[src/rtl/mig_tt_sequencer_pkg.sv]
// Shared constants and types for the MIG truth-table sequencer.
package mig_tt_pkg;

    localparam logic [3:0] SEL_CONST0    = 4'd0;
    localparam logic [3:0] SEL_X0        = 4'd1;
    localparam logic [3:0] SEL_X1        = 4'd2;
    localparam logic [3:0] SEL_X2        = 4'd3;
    localparam logic [3:0] SEL_X3        = 4'd4;
    localparam logic [3:0] SEL_NODE_BASE = 4'd5;

    localparam logic [15:0] TT_X0 = 16'hAAAA;
    localparam logic [15:0] TT_X1 = 16'hCCCC;
    localparam logic [15:0] TT_X2 = 16'hF0F0;
    localparam logic [15:0] TT_X3 = 16'hFF00;

    // Each operand is a 5-bit {c, sel} slice of the 15-bit node word.
    localparam int OFF_A = 10;
    localparam int OFF_B = 5;
    localparam int OFF_C = 0;

    typedef enum logic [1:0] {IDLE, EVAL, FINISH} state_t;

    typedef struct packed {
        logic       c;
        logic [3:0] sel;
    } opnd_t;

    function automatic logic [15:0] proj(input logic [3:0] sel);
        logic [15:0] v;
        v = 16'h0000;
        unique case (sel)
            SEL_X0:  v = TT_X0;
            SEL_X1:  v = TT_X1;
            SEL_X2:  v = TT_X2;
            SEL_X3:  v = TT_X3;
            default: v = 16'h0000;
        endcase
        return v;
    endfunction

endpackage

[src/rtl/mig_tt_sequencer_if.sv]
// Program-load and run-control bundle of the MIG sequencer.
interface mig_tt_sequencer_if;

    logic        prog_we;
    logic [2:0]  prog_addr;
    logic [14:0] prog_data;
    logic [3:0]  num_nodes;
    logic [4:0]  out_sel;
    logic        start;
    logic        busy;
    logic        done;
    logic        err;
    logic [15:0] tt;

    modport master (
        output prog_we, prog_addr, prog_data,
        output num_nodes, out_sel, start,
        input  busy, done, err, tt
    );

    modport slave (
        input  prog_we, prog_addr, prog_data,
        input  num_nodes, out_sel, start,
        output busy, done, err, tt
    );

endinterface

[src/rtl/mig_maj3_vec.sv]
// Bit-parallel 16-lane majority with per-operand complement.
module mig_maj3_vec (
    input  logic [15:0] a,
    input  logic [15:0] b,
    input  logic [15:0] c,
    input  logic        ca,
    input  logic        cb,
    input  logic        cc,
    output logic [15:0] y
);

    logic [15:0] ra, rb, rc;

    assign ra = a ^ {16{ca}};
    assign rb = b ^ {16{cb}};
    assign rc = c ^ {16{cc}};
    assign y  = (ra & rb) | (ra & rc) | (rb & rc);

endmodule

[src/rtl/mig_tt_sequencer.sv]
// Evaluates a loaded MIG program one node per cycle into a 16-bit truth table.
module mig_tt_sequencer
    import mig_tt_pkg::*;
#(
    parameter int MAX_NODES = 8,
    parameter int SEL_W     = 4
) (
    input logic              clk,
    input logic              rst_n,
    mig_tt_sequencer_if.slave bus
);

    localparam int IW = (MAX_NODES > 1) ? $clog2(MAX_NODES) : 1;
    localparam int LW = SEL_W + 1;

    logic [14:0] prog [MAX_NODES];
    logic [15:0] res  [MAX_NODES];

    state_t      state;
    logic [3:0]  idx;
    logic [3:0]  n_lat;
    opnd_t       osel;
    logic        busy, done, err;
    logic [15:0] tt;

    logic [14:0]   word;
    opnd_t         op_a, op_b, op_c, in_osel;
    logic [15:0]   va, vb, vc, nv, ov, iv;
    logic [LW-1:0] lim, olim;
    logic          legal, last, o_ok, o_byp;
    logic          prog_wr, res_wr;

    function automatic logic [15:0] pick(input logic [3:0] s);
        if (s < SEL_NODE_BASE) return proj(s);
        return res[IW'(s - SEL_NODE_BASE)];
    endfunction

    always_comb begin
        word    = prog[IW'(idx)];
        op_a    = opnd_t'(word[OFF_A +: 5]);
        op_b    = opnd_t'(word[OFF_B +: 5]);
        op_c    = opnd_t'(word[OFF_C +: 5]);
        in_osel = opnd_t'(bus.out_sel);
        lim     = LW'(idx) + LW'(SEL_NODE_BASE);
        legal   = ({1'b0, op_a.sel} < lim)
                && ({1'b0, op_b.sel} < lim)
                && ({1'b0, op_c.sel} < lim);
        va      = pick(op_a.sel);
        vb      = pick(op_b.sel);
        vc      = pick(op_c.sel);
        last    = (idx == n_lat - 4'd1);
        olim    = LW'(n_lat) + LW'(SEL_NODE_BASE);
        o_ok    = {1'b0, osel.sel} < olim;
        // The last node is written this cycle, so forward it to the output.
        o_byp   = {1'b0, osel.sel} == lim;
        ov      = (o_byp ? nv : pick(osel.sel)) ^ {16{osel.c}};
        iv      = proj(in_osel.sel) ^ {16{in_osel.c}};
    end

    mig_maj3_vec u_maj (
        .a  (va),
        .b  (vb),
        .c  (vc),
        .ca (op_a.c),
        .cb (op_b.c),
        .cc (op_c.c),
        .y  (nv)
    );

    assign prog_wr = (state == IDLE) && bus.prog_we
                   && (int'(bus.prog_addr) < MAX_NODES);
    assign res_wr  = (state == EVAL) && legal;

    always_ff @(posedge clk) begin
        if (prog_wr) prog[IW'(bus.prog_addr)] <= bus.prog_data;
        if (res_wr)  res[IW'(idx)] <= nv;
    end

    always_ff @(posedge clk or negedge rst_n) begin
        if (!rst_n) begin
            state <= IDLE;
            idx   <= '0;
            n_lat <= '0;
            osel  <= '0;
            busy  <= 1'b0;
            done  <= 1'b0;
            err   <= 1'b0;
            tt    <= 16'h0000;
        end else begin
            unique case (state)
                IDLE: begin
                    if (bus.start) begin
                        n_lat <= bus.num_nodes;
                        osel  <= in_osel;
                        err   <= 1'b0;
                        busy  <= 1'b1;
                        idx   <= '0;
                        if (int'(bus.num_nodes) > MAX_NODES) begin
                            err   <= 1'b1;
                            done  <= 1'b1;
                            state <= FINISH;
                        end else if (bus.num_nodes == 4'd0) begin
                            if (in_osel.sel < SEL_NODE_BASE) tt <= iv;
                            else err <= 1'b1;
                            done  <= 1'b1;
                            state <= FINISH;
                        end else begin
                            state <= EVAL;
                        end
                    end
                end
                EVAL: begin
                    if (!legal) begin
                        err   <= 1'b1;
                        done  <= 1'b1;
                        state <= FINISH;
                    end else if (last) begin
                        if (o_ok) tt <= ov;
                        else err <= 1'b1;
                        done  <= 1'b1;
                        state <= FINISH;
                    end else begin
                        idx <= idx + 4'd1;
                    end
                end
                FINISH: begin
                    done  <= 1'b0;
                    busy  <= 1'b0;
                    idx   <= '0;
                    state <= IDLE;
                end
                default: state <= IDLE;
            endcase
        end
    end

    assign bus.busy = busy;
    assign bus.done = done;
    assign bus.err  = err;
    assign bus.tt   = tt;

endmodule

[src/flat_wrapper.sv]
// flat-port wrapper written by rule: the top's interface ports become plain ports
module mig_tt_sequencer_flat import mig_tt_pkg::*;
#(
    parameter int MAX_NODES = 8,
    parameter int SEL_W     = 4
)
  (clk, rst_n, bus_prog_we, bus_prog_addr, bus_prog_data, bus_num_nodes, bus_out_sel, bus_start, bus_busy, bus_done, bus_err, bus_tt);
  mig_tt_sequencer_if bus_i ();
  input logic clk;
  input logic rst_n;
  input wire logic [$bits(bus_i.prog_we)-1:0] bus_prog_we;
  input wire logic [$bits(bus_i.prog_addr)-1:0] bus_prog_addr;
  input wire logic [$bits(bus_i.prog_data)-1:0] bus_prog_data;
  input wire logic [$bits(bus_i.num_nodes)-1:0] bus_num_nodes;
  input wire logic [$bits(bus_i.out_sel)-1:0] bus_out_sel;
  input wire logic [$bits(bus_i.start)-1:0] bus_start;
  output wire logic [$bits(bus_i.busy)-1:0] bus_busy;
  output wire logic [$bits(bus_i.done)-1:0] bus_done;
  output wire logic [$bits(bus_i.err)-1:0] bus_err;
  output wire logic [$bits(bus_i.tt)-1:0] bus_tt;
  assign bus_i.prog_we = bus_prog_we;
  assign bus_i.prog_addr = bus_prog_addr;
  assign bus_i.prog_data = bus_prog_data;
  assign bus_i.num_nodes = bus_num_nodes;
  assign bus_i.out_sel = bus_out_sel;
  assign bus_i.start = bus_start;
  assign bus_busy = bus_i.busy;
  assign bus_done = bus_i.done;
  assign bus_err = bus_i.err;
  assign bus_tt = bus_i.tt;
  mig_tt_sequencer #(.MAX_NODES(MAX_NODES), .SEL_W(SEL_W)) u_core (.clk(clk), .rst_n(rst_n), .bus(bus_i));
endmodule
[config.mk]
export PLATFORM = sky130hd
export DESIGN_NAME = mig_tt_sequencer_flat
export DESIGN_NICKNAME = d
export VERILOG_FILES = /design/src/rtl/mig_tt_sequencer_pkg.sv /design/src/rtl/mig_tt_sequencer_if.sv /design/src/rtl/mig_maj3_vec.sv /design/src/rtl/mig_tt_sequencer.sv /design/src/flat_wrapper.sv
export SDC_FILE = /design/constraint.sdc
export NUM_CORES = 1
export LEC_CHECK = 0
export CAP_MARGIN = 20
export CORE_ASPECT_RATIO = 0.6
export CORE_MARGIN = 2
export CORE_UTILIZATION = 59
export DETAILED_ROUTE_END_ITERATION = 6
export PLACE_DENSITY = 0.74
export SYNTH_ARGS = -nofsm -noshare
export SYNTH_HDL_FRONTEND = slang
export SYNTH_HIERARCHICAL = 1
export SYNTH_SLANG_ARGS = --single-unit
[constraint.sdc]
create_clock -name clk -period 12.2 [get_ports clk]
set_clock_uncertainty 0.15 [all_clocks]
set_input_delay 2.44 -clock clk [delete_from_list [all_inputs] [get_ports clk]]
set_output_delay 2.44 -clock clk [all_outputs]
set_load 0.05 [all_outputs]
## After elaboration in Yosys (flattened, before gate mapping)

Memories as Yosys holds them, arrays and structs flattened.
Index checks and enable logic that the tools add are counted.

- Register bits after elaboration: 34
- Bits in writable memories: 248
- Bits of input ports: 31
- Output and inout port bits: 19
- Word-level logic and storage cells: 146
- Memories kept: 2

Memories:

| memory | depth | width | read ports | clocked after memory_dff | wr ports | line | text |
|---|---|---|---|---|---|---|---|
| u_core.res | 8 | 16 | 4 | 0 | 1 | mig_tt_sequencer.sv:17 | `logic [15:0] res [MAX_NODES];` |
| u_core.prog | 8 | 15 | 1 | 0 | 1 | mig_tt_sequencer.sv:16 | `logic [14:0] prog [MAX_NODES];` |

- Add/subtract/negate cells: 8
- Magnitude comparators: 10
- Equality and inequality tests: 35
- Mux-type cells: 56
- Bitwise logic cells: 10
- Reduce and logical (&&, ||, !) cells: 16

Operators with widths:

| operator | number |
|---|---|
| 16-bit case mux with 4 select lines | 5 |
| 16-bit 2-to-1 mux | 16 |
| 16-bit XOR | 5 |
| 16-bit AND | 3 |
| 4-bit by 2-bit equality test with 1-bit output, second input constant | 10 |
| 16-bit OR | 2 |
| 16-bit case mux with 2 select lines | 1 |
| 1-bit 2-to-1 mux | 21 |
| 4-bit by 1-bit equality test with 1-bit output, second input constant | 5 |
| 4-bit by 3-bit equality test with 1-bit output, second input constant | 5 |
| 4-bit by 3-bit less-than comparator with 1-bit output, second input constant | 5 |
| 4-bit by 5-bit less-than comparator with 1-bit output | 4 |
| 4-bit 2-to-1 mux | 3 |
| 4-bit case mux with 3 select lines | 1 |
| 4-bit AND reduction | 3 |
| 3-bit subtractor, second input constant | 4 |
| 4-bit by 3-bit adder with 5-bit output, second input constant | 2 |
| 2-bit 2-to-1 mux | 5 |
| 2-bit != test, second input constant | 5 |
| 3-bit != test, second input constant | 3 |
| 8-bit AND reduction | 1 |
| 2-bit by 1-bit != test with 1-bit output, second input constant | 3 |
| 2-bit AND reduction | 3 |
| 4-bit by 5-bit equality test with 1-bit output | 1 |
| other kinds (14) | 19 |

## Longest topological paths before layout

Gate-level depths: netlist (run 1).
An unclocked memory read counts as a cell.

- Depth after elaboration: 15
- Depth in mapped cells: 22
- Mapped depth without buffers: 18

## Hierarchy

The synthesis (run 1) kept the hierarchy.

By module, submodules not included:

| module | instances | cells an instance | area each (um^2) | sequential area each (um^2) |
|---|---|---|---|---|
| mig_tt_sequencer | 1 | 1204 | 16732.3 | 8298.0 |
| mig_maj3_vec | 1 | 70 | 674.4 | 0.0 |

## Worst setup path before layout (run 1)

Ideal clock, no wire load.

- Path kind: register -> register
- From: register u_core.idx[0]
- To: register u_core.tt[3], in the netlist u_core/bus.tt[3]
- Setup time: 125 ps
- Arrival time: 4798 ps
- Data required time: 11925 ps
- Path slack: 7127 ps
- Cell stages (with the launch flop): 21
- Buffers on the path: 7
- Path through: dfrtp_1 buf_6 buf_8 buf_4 buf_4 clkbuf_1 mux4_2 nand2_1 and2_1 ha_1 clkbuf_1 clkbuf_1 mux4_2 mux2i_1 o21ai_0 xor2_1 maj3_1 mux2_1 nor2_1 a221oi_1 mux2_4

- Longest elaborated chain between the ends: 15
- Elaborated cells between the ends (all ways): 57

Ends and longest elaborated chain:

| what | line | text |
|---|---|---|
| from (decl) | mig_tt_sequencer.sv:20 | `logic [3:0] idx;` |
| from (signal assigned) | mig_tt_sequencer.sv:123 | `idx <= idx + 4'd1;` |
| memory 8 x 15 bit (*) | -- |  |
| parallel branches: the longest is 3 deep, another holds memory 8 x 16 bit | -- |  |
| 16-bit 2-to-1 mux (*) | mig_tt_sequencer.sv:35 | `return res[IW'(s - SEL_NODE_BASE)];` |
| net u_core.vb[3] | mig_tt_sequencer.sv:28 | `logic [15:0] va, vb, vc, nv, ov, iv;` |
| 16-bit XOR (*) | mig_maj3_vec.sv:15 | `assign rb = b ^ {16{cb}};` |
| 16-bit AND | mig_maj3_vec.sv:17 | `assign y = (ra & rb) \| (ra & rc) \| (rb & rc);` |
| 16-bit OR | mig_maj3_vec.sv:17 |  |
| 16-bit OR (*) | mig_maj3_vec.sv:17 |  |
| net u_core.nv[3] | mig_tt_sequencer.sv:28 |  |
| 16-bit 2-to-1 mux (*) | mig_tt_sequencer.sv:56 | `ov = (o_byp ? nv : pick(osel.sel)) ^ {16{osel.c}};` |
| 16-bit XOR (*) | mig_tt_sequencer.sv:56 |  |
| 16-bit 2-to-1 mux (*) | mig_tt_sequencer.sv:118 | `if (o_ok) tt <= ov;` |
| 16-bit 2-to-1 mux (*) | mig_tt_sequencer.sv:117 | `end else if (last) begin` |
| 16-bit 2-to-1 mux (*) | mig_tt_sequencer.sv:113 | `if (!legal) begin` |
| 16-bit case mux with 2 select lines (*) | mig_tt_sequencer.sv:90 | `unique case (state)` |
| to (signal assigned) | mig_tt_sequencer.sv:103 | `if (in_osel.sel < SEL_NODE_BASE) tt <= iv;` |
| to (signal assigned) | mig_tt_sequencer.sv:118 |  |
| to (decl) | mig_tt_sequencer.sv:24 | `logic [15:0] tt;` |

Mark *: on every way through the listed nets, which the timed path passes. The select of a mux whose other input is x is not followed.
A chain may end at the register's enable or synchronous reset.

## Worst setup path after layout (run 1)

- From: register u_core.idx[1]
- To: register u_core.tt[3], in the netlist u_core/bus.tt[3]

- Longest elaborated chain between the ends: 15
- Elaborated cells between the ends (all ways): 57

Ends and longest elaborated chain:

| what | line | text |
|---|---|---|
| memory 8 x 15 bit (*) | -- |  |
| parallel branches: the longest is 3 deep, another holds memory 8 x 16 bit | -- |  |
| 16-bit 2-to-1 mux (*) | mig_tt_sequencer.sv:35 |  |
| net u_core.vc[3] | mig_tt_sequencer.sv:28 |  |
| 16-bit XOR (*) | mig_maj3_vec.sv:16 | `assign rc = c ^ {16{cc}};` |
| 16-bit AND | mig_maj3_vec.sv:17 |  |
| 16-bit OR | mig_maj3_vec.sv:17 |  |
| 16-bit OR (*) | mig_maj3_vec.sv:17 |  |
| net u_core.nv[3] | mig_tt_sequencer.sv:28 |  |
| 16-bit 2-to-1 mux (*) | mig_tt_sequencer.sv:56 |  |
| 16-bit XOR (*) | mig_tt_sequencer.sv:56 |  |
| 16-bit 2-to-1 mux (*) | mig_tt_sequencer.sv:118 |  |
| 16-bit 2-to-1 mux (*) | mig_tt_sequencer.sv:117 |  |
| 16-bit 2-to-1 mux (*) | mig_tt_sequencer.sv:113 |  |
| 16-bit case mux with 2 select lines (*) | mig_tt_sequencer.sv:90 |  |

Marked as above.

==> results of run 1 <==
## sequential cells by signal, summed over array words and instances, names as in the netlist
name / cells
u_core/state: 2
u_core/osel: 5
u_core/bus.tt: 16
u_core/idx: 4
u_core/prog: 120
u_core/n_lat: 4
u_core/res: 128
u_core/bus.done: 1
u_core/bus.busy: 1
u_core/bus.err: 1
## power by group
| group | internal [uW] | total (uW) | switching (uW) |
|---|---|---|---|
| Clock | 512 | 893 | 381 |
| Sequential | 1120 | 1170 | 55.5 |
| Combinational | 385 | 992 | 607 |
| Total | 2020 | 3060 | 1040 |
## layout make-up
type,count,area [um^2],share of cell area
Multi-Input combinational cell,874,8560,0.447
Sequential cell,282,8300,0.434
Clock buffer,31,691,0.0361
Clock inverter,18,223,0.0116
Inverter,30,113,0.00588
Tap cell,400,500,0.0261
Timing Repair Buffer,85,763,0.0399
## logic make-up after synthesis
group           after synthesis
xor+xnor                     89
mux                         229
buf+inv                     118
simple gates                232
flops                       282
compound gates              280
fa+ha+maj                    44
## metal layers
metal | track usage | wire length (um)
met5 | 0.0129 | 50
met4 | 0.0581 | 769
met3 | 0.158 | 8620
met2 | 0.422 | 19400
met1 | 0.494 | 20500
## through the flow
| step | hold slack (ps) | cell area [um^2] | power [uW] |
|---|---|---|---|
| 2_1_floorplan | 409 | 17400 | 1860 |
| 3_3_place_gp | 344 | 18200 | 2140 |
| 3_5_place_dp | 348 | 18200 | 2140 |
| 4_1_cts | 368 | 19100 | 3030 |
| 5_1_grt | 385 | 19100 | 3160 |
| 6_report | 363 | 19100 | 3060 |
## placed cells by master (no fill, tap or decap), types with 29 or more instances in the layout
cell,instances
clkdlybuf4s50_1,48
a21oi_1,44
mux4_2,138
nand2_1,78
inv_1,29
dfrtp_1,31
buf_4,35
edfxtp_1,248
xor2_1,67
mux2i_1,51
nor2_1,56
o21ai_0,69
## worst max-delay path by stage
| stage | cells after the start | end | slack, ps | startpoint |
|---|---|---|---|---|
| 2_1_floorplan | 20 | u_core/bus.tt[3] | 7130 | u_core/idx[0] |
| 3_3_place_gp | 17 | u_core/bus.tt[3] | 6060 | u_core/idx[1] |
| 3_5_place_dp | 17 | u_core/bus.tt[3] | 5930 | u_core/idx[1] |
| 4_1_cts | 17 | u_core/bus.tt[15] | 5910 | u_core/idx[1] |
| 5_1_grt | 17 | u_core/bus.tt[3] | 5480 | u_core/idx[1] |
| 6_report | 16 | u_core/bus.tt[3] | 5810 | u_core/idx[1] |
==> run metrics, run 1 <==
status=complete, but fails checks; failing checks=design-rule violations; PostCTS Resize Cnt=0; Reg clk slew, reported paths=70 ps; CP Class=register to register; mux share of post-synthesis cell area=0.237; number of antenna violations at the first check in global routing=0; Distinct cells, synth=84; largest family of logic cells by synthesized area=multiplexers; worst path bufs/invs=4; vias post-DR=12.3k; global route overflow=0; dpl cells=1670; setup TNS=0 ps; Synth Instances=1274; Synth top cells by count=edfxtp_1 (248), mux4_2 (138), nand2_1 (78), o21ai_0 (70), xor2_1 (68); worst-path cell chain=buf_4 -> mux2_2 -> o22ai_1 -> nor3_4 -> buf_4 -> inv_1 -> ha_1 -> buf_4 -> mux4_2 -> mux2i_1 -> o21ai_0 -> xor2_1 -> maj3_1 -> mux2_1 -> a221oi_1 -> mux2_4; vias per cell=7.13; Clock Tree Root=clkbuf_16; Pleak=0.00657 uW; Hold Path Stages=1; Area growth, synth to finish=10.0%; drt wl/cell=28.7 um; sequential element share of the synthesized area=0.477; xor/xnor cell area share of the yosys netlist=0.0464; Yosys top cell area share=0.428; largest net degree at the start of global routing=40; nature of the critical path endpoint=register; crit path launch type=register; RePlAce Congestion=0.996; hold path startpoint=u_core/bus.tt[1]; final net count=1359; Worst-Margin Slew=1110 ps; # fillers=2066; WL final=49.3 mm; CP max stage cell=ha_1; CTS tree=yes; CTS sink count=282; pre-CTS WS=5930 ps; FF-to-FF Start=u_core/idx[1]; I/O pin count=50; simple-gate share of the synthesized area=0.0644; count leader, synth=edfxtp_1; drt pass-1 iters=7; crit path DAT=6750 ps; WP data required=12570 ps; final worst path period need=6390 ps; Synth async-reset ratio=0.121; share of layout cells above drive strength 1=0.223; most used cell along the critical path=buf_4; synthesized area=17400 um^2; Tcrit/Tclk final=0.523; ANT cells=0; Top FF cell, synth=edfxtp_1; drt drc=2; synthesized flop and latch total=282; critical path fanouts, max=35; Core Box Area=28900 um^2; RSZ-0062 raised after global routing=no; slew margin rel.=0.258; Setup-failing EPs final=0; utilization after layout=0.663; R2R depth=16; Clock Latency Late Sink=580 ps; Post-Synth Adder-Cell Area=0.0301; area leader, netlist=edfxtp_1; HP Class=register to register; DP HPWL=33.3 mm; Post-CTS Hold Fix Bufs=0; achievable frequency=157 MHz; GR Util All Layers=0.326; Non-Filler Instances=1720; Max VDD drop=0.000197 V; drt first-iter violations=1914; clk buf depth=3; final setup margin=5810 ps; Max-Cap Viols=0; Area contributors post-synth=edfxtp_1 (43%), mux4_2 (18%), dfrtp_1 (4.9%); worst r2r dst=u_core/bus.tt[3]; post-synthesis compound-gate area fraction=0.110; DIE HEIGHT=137 um; post-route antenna net violation count=0; initial core utilization=0.603; Fin. Hold Viols=0; Hold Path End=u_core/bus.tt[1]; DIE AREA=30900 um^2; Max Slew Vio Count=0; Worst path top cell family by delay=buffers and inverters; I/O Buffers=49; Avg Synthesized Cell Area=13.7 um^2; row cnt=48; vias in the first global route=11.5k; Ys Warns=6; Pwr Density=160 nW/um^2; flop2flop setup slack=5810 ps; number of synthesized flops with an enable pin=248; die width=226 um; CTS Buf Count=27; Post-CTS Setup Bufs=0; first-pass GRT wire length=73.6 mm; H-tree depth=1; Post-Syn Nets=1333; Max stage delay on crit path=840 ps
No activity file was read; power rests on OpenSTA's default activity.
==> run 2: changes to the inputs <==
--- a/config.mk
+++ b/config.mk
@@ -8,9 +8,9 @@
 export CAP_MARGIN = 20
 export CORE_ASPECT_RATIO = 0.6
 export CORE_MARGIN = 2
-export CORE_UTILIZATION = 59
+export CORE_UTILIZATION = 57
 export DETAILED_ROUTE_END_ITERATION = 6
-export PLACE_DENSITY = 0.74
+export PLACE_DENSITY = 0.75
 export SYNTH_ARGS = -nofsm -noshare
 export SYNTH_HDL_FRONTEND = slang
 export SYNTH_HIERARCHICAL = 1
==> constraint.sdc (replaced) <==
create_clock -name clk -period 5.8 [get_ports clk]
set_clock_uncertainty 0.15 [all_clocks]
set_input_delay 1.16 -clock clk [delete_from_list [all_inputs] [get_ports clk]]
set_output_delay 1.16 -clock clk [all_outputs]
set_load 0.05 [all_outputs]
==> run 2 against run 1 <==
Effect of this change:
- the flow now finishes without violations
- sequential share of layout area down 0.44 points
- setup slack lost 5500 ps
- die area rose by 3.4%
- utilization down 1.8 points
- non-clock buffer count grew 24
- cell count increased by 2.0%
- sequential cell count is the same
- sequential power rose by 110%
- largest power group unchanged
- critical path depth down 1
- clock power is 97% higher
- critical endpoint unchanged
- global-route usage fell by 0.43 points
- hold slack gained 0.88 ps
==> run metrics, run 2 (synthesis gave the netlist of run 1 again) <==
Net Sw Power=2230 uW; DIE HEIGHT=139 um; DIE AREA=32000 um^2; vias in the first global route=11.8k; row cnt=49; crit path DAT=5750 ps; drt pass-1 iters=5; global route overflow=0; critical path fanouts, max=34; H-tree depth=1; drt first-iter violations=1915; Comb pwr share=0.337; clock power share=0.276; final worst path period need=5450 ps; RePlAce Congestion=0.999; Max-Cap Viols=0; post-route antenna net violation count=0; CP Class=register to register; achievable frequency=183 MHz; die width=230 um; drt wl/cell=29.0 um; Pleak=0.00668 uW; slew margin rel.=0.224; number of antenna violations at the first check in global routing=2; Area growth, synth to finish=11.1%; RSZ-0062 raised after global routing=no; CTS tree=yes; GR Util All Layers=0.322; largest net degree at the start of global routing=39; Pwr Density=330 nW/um^2; worst-path cell chain=buf_4 -> mux2_2 -> a2bb2oi_1 -> o211a_2 -> buf_12 -> inv_1 -> ha_1 -> o21ai_0 -> o21ai_0 -> xor2_1 -> maj3_1 -> mux2_1 -> nor2_1 -> a221oi_1 -> mux2_4; Max stage delay on crit path=700 ps; Pint=4150 uW; DP HPWL=34.8 mm; share of layout cells above drive strength 1=0.239; commonest non-fill, non-tap cell in the layout=edfxtp_1; vias post-DR=12.5k; Max VDD drop=0.000294 V; setup TNS=0 ps; Clock Latency Late Sink=550 ps; most frequent cells in the layout=edfxtp_1 (248), mux4_2 (138), nand2_1 (78); Tcrit/Tclk final=0.940; first-pass GRT wire length=76.5 mm; Post-CTS Setup Bufs=0; CTS sink count=282; drt drc=0; status=finished clean; Core Box Area=30000 um^2; CTS Buf Count=27; CP max stage cell=dfrtp_2; most used cell along the critical path=o21ai_0; final setup margin=346 ps; Setup-failing EPs final=0; nature of the critical path endpoint=register; Biggest register=u_core/res; initial core utilization=0.581; WP data required=6090 ps; HP Class=register to register; crit path launch type=register; biggest regs=u_core/res x128, u_core/prog x120, u_core/bus.tt x16; WL final=50.9 mm; vias per cell=7.10; Max Slew Vio Count=0; Post-CTS Hold Fix Bufs=0; clk buf depth=3; Reg clk slew, reported paths=60 ps; final net count=1383; Reg power frac=0.387; I/O pin count=50; PostCTS Resize Cnt=0; pre-CTS WS=575 ps; Clock Tree Root=clkbuf_16; Sw Share=0.349; I/O Buffers=49; max reg flops=128; Fin. Hold Viols=0; Worst-Margin Slew=1160 ps
-- run 2: final cells by class --
cell class | instances | area (um^2)
Tap cell | 408 | 510
Clock buffer | 31 | 691
Antenna cell | 2 | 5.00
Clock inverter | 19 | 186
Multi-Input combinational cell | 874 | 8550
Fill cell | 2187 | 10600
Sequential cell | 282 | 8300
Inverter | 30 | 113
Timing Repair Buffer | 109 | 986
-- run 2: final timing paths --
path / to / depth (start not counted) / startpoint / slack (ps)
setup / recovery: u_core/bus.tt[3] / 15 / u_core/idx[1] / 350
hold / removal: u_core/bus.tt[6] / 1 / u_core/bus.tt[6] / 360
setup reg to reg: u_core/bus.tt[3] / 15 / u_core/idx[1] / 350
hold reg to reg: u_core/bus.tt[6] / 1 / u_core/bus.tt[6] / 360
max in group asynchronous: u_core/idx[1] / 1 / rst_n / 4370
min in group asynchronous: u_core/bus.tt[12] / 1 / rst_n / 550
-- run 2: metrics by stage --
stage | instance area [um^2] | power, uW | hold WS, ps | util | instances
global placement | 18500 | 4550 | 346 | 0.616 | 1703
finish | 19300 | 6380 | 364 | 0.645 | 1755
CTS | 19300 | 6330 | 365 | 0.645 | 1753
detailed placement | 18500 | 4570 | 346 | 0.616 | 1703
global route | 19300 | 6610 | 383 | 0.645 | 1753
floorplan | 17400 | 3900 | 409 | - | 1274
-- run 2: worst max-delay path, delay by kind of cell, from the launching register on --
kind | cells | cell delay, ps
xor+xnor | 1 | 200
compound gates | 5 | 1430
buf+inv | 3 | 770
fa+ha+maj | 2 | 880
mux | 3 | 1080
flops | 1 | 700
simple gates | 1 | 110
-- run 2: power by group through the flow --
stage          clock network [uW]  registers [uW]  logic, uW
2_1_floorplan                   0            2630       1270
3_3_place_gp                    0            2510       2040
3_5_place_dp                    0            2510       2060
4_1_cts                      1780            2470       2080
5_1_grt                      1870            2480       2260
6_report                     1760            2470       2150
-- run 2: routing by layer --
metal / GRT usage / routed length [um]
met4: 0.0547 / 691
met2: 0.420 / 20400
met1: 0.494 / 21100
met5: 0.0119 / 52
met3: 0.146 / 8700
